<file path="config.mk">
export PLATFORM = sky130hd
export DESIGN_NAME = sram_port_arbiter
export DESIGN_NICKNAME = d
export VERILOG_FILES = /design/src/rtl/wfg_mem_pkg.sv /design/src/rtl/sram_read_hold.sv /design/src/rtl/sram_port_arbiter.sv
export SDC_FILE = /design/constraint.sdc
export NUM_CORES = 1
export LEC_CHECK = 0
export CAP_MARGIN = 20
export CORE_MARGIN = 2
export CORE_UTILIZATION = 37
export CTS_CLUSTER_SIZE = 24
export DETAILED_ROUTE_END_ITERATION = 7
export PLACE_DENSITY_LB_ADDON = 0.25
export SETUP_SLACK_MARGIN = 0.02
export SLEW_MARGIN = 30
export SYNTH_ARGS = -nofsm -noshare
export SYNTH_HDL_FRONTEND = slang
export SYNTH_SLANG_ARGS = --single-unit
</file>
<file path="constraint.sdc">
create_clock -name io_wbs_clk -period 4.7 [get_ports io_wbs_clk]
set_input_delay 0.94 -clock io_wbs_clk [delete_from_list [all_inputs] [get_ports io_wbs_clk]]
set_output_delay 0.94 -clock io_wbs_clk [all_outputs]
set_load 0.02 [all_outputs]
</file>
<file path="src/rtl/wfg_mem_pkg.sv">
// Shared types and constants for the waveform-generator sample-memory bank.
// Provides the default word-address width, the byte-lane geometry of the
// four 512x8 macros, the read-owner enum and a byte-mask expansion helper.
package wfg_mem_pkg;

    localparam int unsigned DEFAULT_ADDR_WIDTH = 9;
    localparam int unsigned DATA_WIDTH         = 32;
    localparam int unsigned NUM_LANES          = 4;
    localparam int unsigned LANE_WIDTH         = 8;

    // Which port (if any) owns the data the macros present this cycle.
    // Also reused as the per-cycle grant encoding.
    typedef enum logic [1:0] {
        RD_OWN_NONE = 2'd0,
        RD_OWN_P0   = 2'd1,
        RD_OWN_P1   = 2'd2
    } rd_own_e;

    // Expand a byte write mask (1 = write) into active-low per-bit enables.
    function automatic logic [DATA_WIDTH-1:0] lane_wen_n(input logic [NUM_LANES-1:0] mask);
        logic [DATA_WIDTH-1:0] wen;
        wen = '1;
        for (int k = 0; k < int'(NUM_LANES); k++) begin
            wen[k*LANE_WIDTH +: LANE_WIDTH] = {LANE_WIDTH{~mask[k]}};
        end
        return wen;
    endfunction

endpackage

</file>
<file path="src/rtl/sram_read_hold.sv">
// Read-data return path for one port.
// Ports:
//   clk_i     clock
//   rst_i     synchronous active-high reset
//   match_i   this port owns the macro output this cycle
//   sram_q_i  macro read data
//   dout_o    live macro data when owned, otherwise the last data returned
module sram_read_hold
    import wfg_mem_pkg::*;
(
    input  logic                  clk_i,
    input  logic                  rst_i,
    input  logic                  match_i,
    input  logic [DATA_WIDTH-1:0] sram_q_i,
    output logic [DATA_WIDTH-1:0] dout_o
);

    logic [DATA_WIDTH-1:0] hold_q;
    logic [DATA_WIDTH-1:0] hold_d;

    // Capture at the end of every cycle this port owns the read data.
    always_comb begin
        hold_d = hold_q;
        if (match_i) begin
            hold_d = sram_q_i;
        end
    end

    always_ff @(posedge clk_i) begin
        if (rst_i) begin
            hold_q <= '0;
        end else begin
            hold_q <= hold_d;
        end
    end

    // A return in flight when reset hits is dropped, not shown.
    always_comb begin
        dout_o = hold_q;
        if (rst_i) begin
            dout_o = '0;
        end else if (match_i) begin
            dout_o = sram_q_i;
        end
    end

endmodule

</file>
<file path="src/rtl/sram_port_arbiter.sv">
// Two-port to single-port adapter for one bank of four 512x8 SRAM macros.
// Port 1 (streaming read) has fixed priority and never stalls; port 0
// (Wishbone read/write) is stalled on conflict and acked one cycle after
// acceptance.
// Ports:
//   io_wbs_clk, io_wbs_rst         clock, synchronous active-high reset
//   csb0_i/web0_i/wmask0_i/addr0_i/din0_i  port 0 request
//   dout0_o/stall0_o/ack0_o        port 0 response
//   csb1_i/addr1_i, dout1_o        port 1 read request / data
//   sram_*                         shared macro pins (byte k -> macro k)
//   stall_cnt_o                    saturating port-0 stall cycle count
module sram_port_arbiter
    import wfg_mem_pkg::*;
#(
    parameter int unsigned ADDR_WIDTH      = DEFAULT_ADDR_WIDTH,
    parameter int unsigned STALL_CNT_WIDTH = 8
) (
    input  logic                       io_wbs_clk,
    input  logic                       io_wbs_rst,
    input  logic                       csb0_i,
    input  logic                       web0_i,
    input  logic [NUM_LANES-1:0]       wmask0_i,
    input  logic [ADDR_WIDTH-1:0]      addr0_i,
    input  logic [DATA_WIDTH-1:0]      din0_i,
    output logic [DATA_WIDTH-1:0]      dout0_o,
    output logic                       stall0_o,
    output logic                       ack0_o,
    input  logic                       csb1_i,
    input  logic [ADDR_WIDTH-1:0]      addr1_i,
    output logic [DATA_WIDTH-1:0]      dout1_o,
    output logic                       sram_cen_o,
    output logic                       sram_gwen_o,
    output logic [DATA_WIDTH-1:0]      sram_wen_o,
    output logic [ADDR_WIDTH-1:0]      sram_a_o,
    output logic [DATA_WIDTH-1:0]      sram_d_o,
    input  logic [DATA_WIDTH-1:0]      sram_q_i,
    output logic [STALL_CNT_WIDTH-1:0] stall_cnt_o
);

    rd_own_e                    grant;
    rd_own_e                    rd_own_q;
    rd_own_e                    rd_own_d;
    logic                       ack_q;
    logic                       ack_d;
    logic [STALL_CNT_WIDTH-1:0] stall_cnt_q;
    logic [STALL_CNT_WIDTH-1:0] stall_cnt_d;

    // Per-cycle grant: reset blocks everything, port 1 beats port 0.
    always_comb begin
        grant = RD_OWN_NONE;
        if (!io_wbs_rst) begin
            if (!csb1_i) begin
                grant = RD_OWN_P1;
            end else if (!csb0_i) begin
                grant = RD_OWN_P0;
            end
        end
    end

    assign stall0_o = ~csb0_i & ~csb1_i & ~io_wbs_rst;

    // Macro pin mux from the granted port.
    always_comb begin
        sram_cen_o  = 1'b1;
        sram_gwen_o = 1'b1;
        sram_wen_o  = '1;
        sram_a_o    = addr0_i;
        sram_d_o    = din0_i;
        case (grant)
            RD_OWN_P1: begin
                sram_cen_o = 1'b0;
                sram_a_o   = addr1_i;
            end
            RD_OWN_P0: begin
                sram_cen_o = 1'b0;
                if (!web0_i) begin
                    sram_gwen_o = 1'b0;
                    sram_wen_o  = lane_wen_n(wmask0_i);
                end
            end
            default: ;
        endcase
    end

    // Next state: read owner, ack, saturating stall counter.
    always_comb begin
        rd_own_d    = RD_OWN_NONE;
        ack_d       = 1'b0;
        stall_cnt_d = stall_cnt_q;
        if (grant == RD_OWN_P1) begin
            rd_own_d = RD_OWN_P1;
        end else if (grant == RD_OWN_P0) begin
            ack_d = 1'b1;
            // Writes return no data, so they must not take over the output.
            if (web0_i) begin
                rd_own_d = RD_OWN_P0;
            end
        end
        if (stall0_o && (stall_cnt_q != '1)) begin
            stall_cnt_d = stall_cnt_q + STALL_CNT_WIDTH'(1);
        end
    end

    always_ff @(posedge io_wbs_clk) begin
        if (io_wbs_rst) begin
            rd_own_q    <= RD_OWN_NONE;
            ack_q       <= 1'b0;
            stall_cnt_q <= '0;
        end else begin
            rd_own_q    <= rd_own_d;
            ack_q       <= ack_d;
            stall_cnt_q <= stall_cnt_d;
        end
    end

    // A pending ack is dropped if reset arrives in its cycle.
    assign ack0_o      = ack_q & ~io_wbs_rst;
    assign stall_cnt_o = stall_cnt_q;

    sram_read_hold u_hold0 (
        .clk_i    (io_wbs_clk),
        .rst_i    (io_wbs_rst),
        .match_i  (rd_own_q == RD_OWN_P0),
        .sram_q_i (sram_q_i),
        .dout_o   (dout0_o)
    );

    sram_read_hold u_hold1 (
        .clk_i    (io_wbs_clk),
        .rst_i    (io_wbs_rst),
        .match_i  (rd_own_q == RD_OWN_P1),
        .sram_q_i (sram_q_i),
        .dout_o   (dout1_o)
    );

endmodule

</file>
==> metrics.cfg <==
[placement]
placedCellCount = 614
detailed_place_hpwl_um = 6510
port_buffers = 175
gp_congestion = 0.819
placed_cell_area_um2 = 4630

[clock_network]
ctsLongestPathBuffers = 2
cts_bufs_inserted = 9
cts.hold.buffers_added = 0
root_buffer = clkbuf_8
cts.clk_slew.worst_paths_ns = 0.08
postCtsSetupRepairBufs = 0
clkSinkCount = 75
tritoncts = built
cts_resized = 0
cts_htree_levels = 3
worstSkewPairLatency_ns = 0.34

[setup_path]
worst-r2r-cell-count = 4
crit_path_from = csb1_i
timing.critical_path.slowest_stage_cell = clkdlybuf4s50_1
required_ns = 3.76
r2r-end = u_hold1.hold_q[31]
worst_path_largest_cell_delay_ns = 0.60
end_kind = output port
most_common_cell_type_on_the_critical_path = clkdlybuf4s50_1
worst-setup-path-type = input port to output port
critical_path.reg2reg.startpoint = rd_own_q[1]
path_cells = clkdlybuf4s50_1 > nor3b_1 > nor2b_1 > nand2_1 > clkdlybuf4s50_1
cp-endpoint = sram_wen_o[21]
timing.critical_path.from_type = input port
worst-r2r-setup-slack_ns = 2.90
cp_max_fo = 8
worst_ep_arrival_time_ns = 3.15

[global_routing]
gr-usage-all-layers_pct = 18.5
grt_antenna_before_repair = 0
pin_count_of_the_biggest_net_entering_global_routing = 44
grt_first_pass_wirelength_um = 14600
globalRoute.totalOverflow = 0
grt_pass1_vias = 2934

[synthesis]
yosys_warnings = 0
ys_seq_area_share_pct = 46.4
synth.distinct_cells = 30
post_synth.cell_area_avg_um2 = 7.93
syn-cell-area_um2 = 3240
synth.net_count = 500
ys_ff_latch = 75
syn-instance-count = 408

[finish]
finish.cell_count_without_fillers = 630
final_layout_size_suffix_gt1_share_pct = 5.17
layout.cell_area.non_filler_um2 = 4820
fin_nets = 609
area_delta_synth_final_pct = 49.0
antenna_cells = 0

[timing]
slew_headroom_pct = 45.9
rsz_0062_raised_after_global_routing = no
layout_worst_path_cycle_share_pct = 87.0
worst_slew_pin_slew_ns = 0.808
timing_max_transition_violations_final = 0
finalSetupTns_ns = 0
clock.fmax_mhz = 244
final.min_clock_period_ns = 4.09
finalClockSkew_ns = 0.00745
final-hold-violation-count = 0
final-setup-viol-count = 0

[routing]
ant_nets = 0
detail_route.wirelength_um = 8920
first_iter_violations = 80
viasPerCell = 4.71
drt-pass1-iter-count = 4
wl_per_cell_um = 14.2
dr_vias = 2970
post-route-drc-count = 0

[floorplanning]
row_count = 34
chipWidth_um = 97.5
die_height_um = 97.5
die-area_um2 = 9510
top_level_ports = 240
initial_core_utilization_pct = 37.7
core_area_um2 = 8590

[hold_path]
holdCritPathClass = flop to flop

[job]
maxCapViolCount = 0

[power]
power.leakage_nw = 1.72
power_density_nw_per_um2 = 283
ir_worst_vdd_v = 0.000169

[status]
status = finished clean

==> cell usage after synthesis (all sizes together) <==
library cell | count | area share, %
nand4 | 1 | 0.19
nor2 | 6 | 0.70
dfxtp | 75 | 46
nand4b | 1 | 0.27
o21ai | 2 | 0.31
buf | 66 | 15
nand2b | 3 | 0.58
mux2 | 9 | 3.1
a211oi | 2 | 0.46
nor4b | 1 | 0.27
and4 | 1 | 0.27
a311o | 1 | 0.31
xor2 | 2 | 0.54
or3 | 2 | 0.39
inv | 3 | 0.35
a311oi | 1 | 0.27
nor3 | 2 | 0.31
ha | 1 | 0.39
nor3b | 1 | 0.23
nand2 | 135 | 16
nor2b | 5 | 0.97
or2 | 1 | 0.19
clkbuf | 17 | 2.0
mux2i | 2 | 0.62
nand3 | 1 | 0.15
a21oi | 66 | 10
and2 | 1 | 0.19
==> cell type report <==
cell class	instances	area, um2
Tap cell	108	135
Sequential cell	75	1500
Clock inverter	6	65.1
Fill cell	793	3770
Inverter	3	11.3
Clock buffer	10	128
Multi-Input combinational cell	247	1190
Timing Repair Buffer	181	1790
==> per-stage QoR <==
stage          power (mW)  util (%)  setup slack, ns  hold slack, ns
2_1_floorplan       0.814         -             1.69           0.560
3_3_place_gp        0.894      53.9            0.743           0.445
3_5_place_dp        0.896      53.9            0.636           0.452
4_1_cts              1.38      56.1            0.605           0.465
5_1_grt              1.43      56.1            0.461           0.489
6_report             1.37      56.1            0.609           0.463
==> metal layers <==
metal	vias to the layer above	wire length [um]	global-route usage, %
met2	120	4210	29.7
met1	1371	3960	24.0
met4	0	73	3.95
met5	-	0	0
met3	10	672	6.69
li1	1469	-	-
==> worst min-delay path by stage <==
stage | cells after the start | start | slack, ns | to
finish | 2 | u_hold1.hold_q[26] | 0.46 | u_hold1.hold_q[26]
global route | 2 | u_hold0.hold_q[2] | 0.49 | u_hold0.hold_q[2]
CTS | 2 | u_hold0.hold_q[28] | 0.46 | u_hold0.hold_q[28]
detailed placement | 2 | u_hold0.hold_q[2] | 0.45 | u_hold0.hold_q[2]
global placement | 2 | u_hold1.hold_q[31] | 0.45 | u_hold1.hold_q[31]
floorplan | 1 | stall_cnt_o[4] | 0.56 | stall_cnt_o[4]
==> flip-flops by register name, indices dropped and copies added (netlist names) <==
signal and cells:
ack_q 1, stall_cnt_o 8, u_hold0.hold_q 32, rd_own_q 2, u_hold1.hold_q 32
==> placed cells by master (no fill, tap or decap), types with 2 or more instances in the layout <==
cell / count
buf_4: 6
nor3_1: 2
clkdlybuf4s50_1: 174
dfxtp_1: 75
clkbuf_8: 9
nor2_1: 6
nor2b_1: 3
clkinv_2: 2
xor2_1: 2
inv_2: 3
mux2_1: 9
or3_1: 2
a21oi_1: 66
mux2i_1: 2
nand2_1: 135
a211oi_1: 2
nor2b_2: 2
nand2b_1: 3
==> report_power, final <==
part / switching, mW / internal, mW
combinational: 0.109 / 0.112
sequential: 0.00590 / 0.654
clock: 0.238 / 0.246
==> critical path: cells and delay by family <==
kind	cells	cell delay (ns)
buf+inv	2	1.12
simple gates	3	1.07
==> cell families after synthesis <==
kind of cell | count (synthesis) | share of synthesized area (%)
adder cells (fa/ha/maj) | 1 | 0.387
XOR/XNOR | 2 | 0.541
AO/OA/AOI/OAI | 72 | 11.6
flip-flops | 75 | 46.4
multiplexers | 11 | 3.75
buffers and inverters | 86 | 17.0
AND/OR/NAND/NOR | 161 | 20.4
Note: power is estimated with default switching activity, not from simulation.
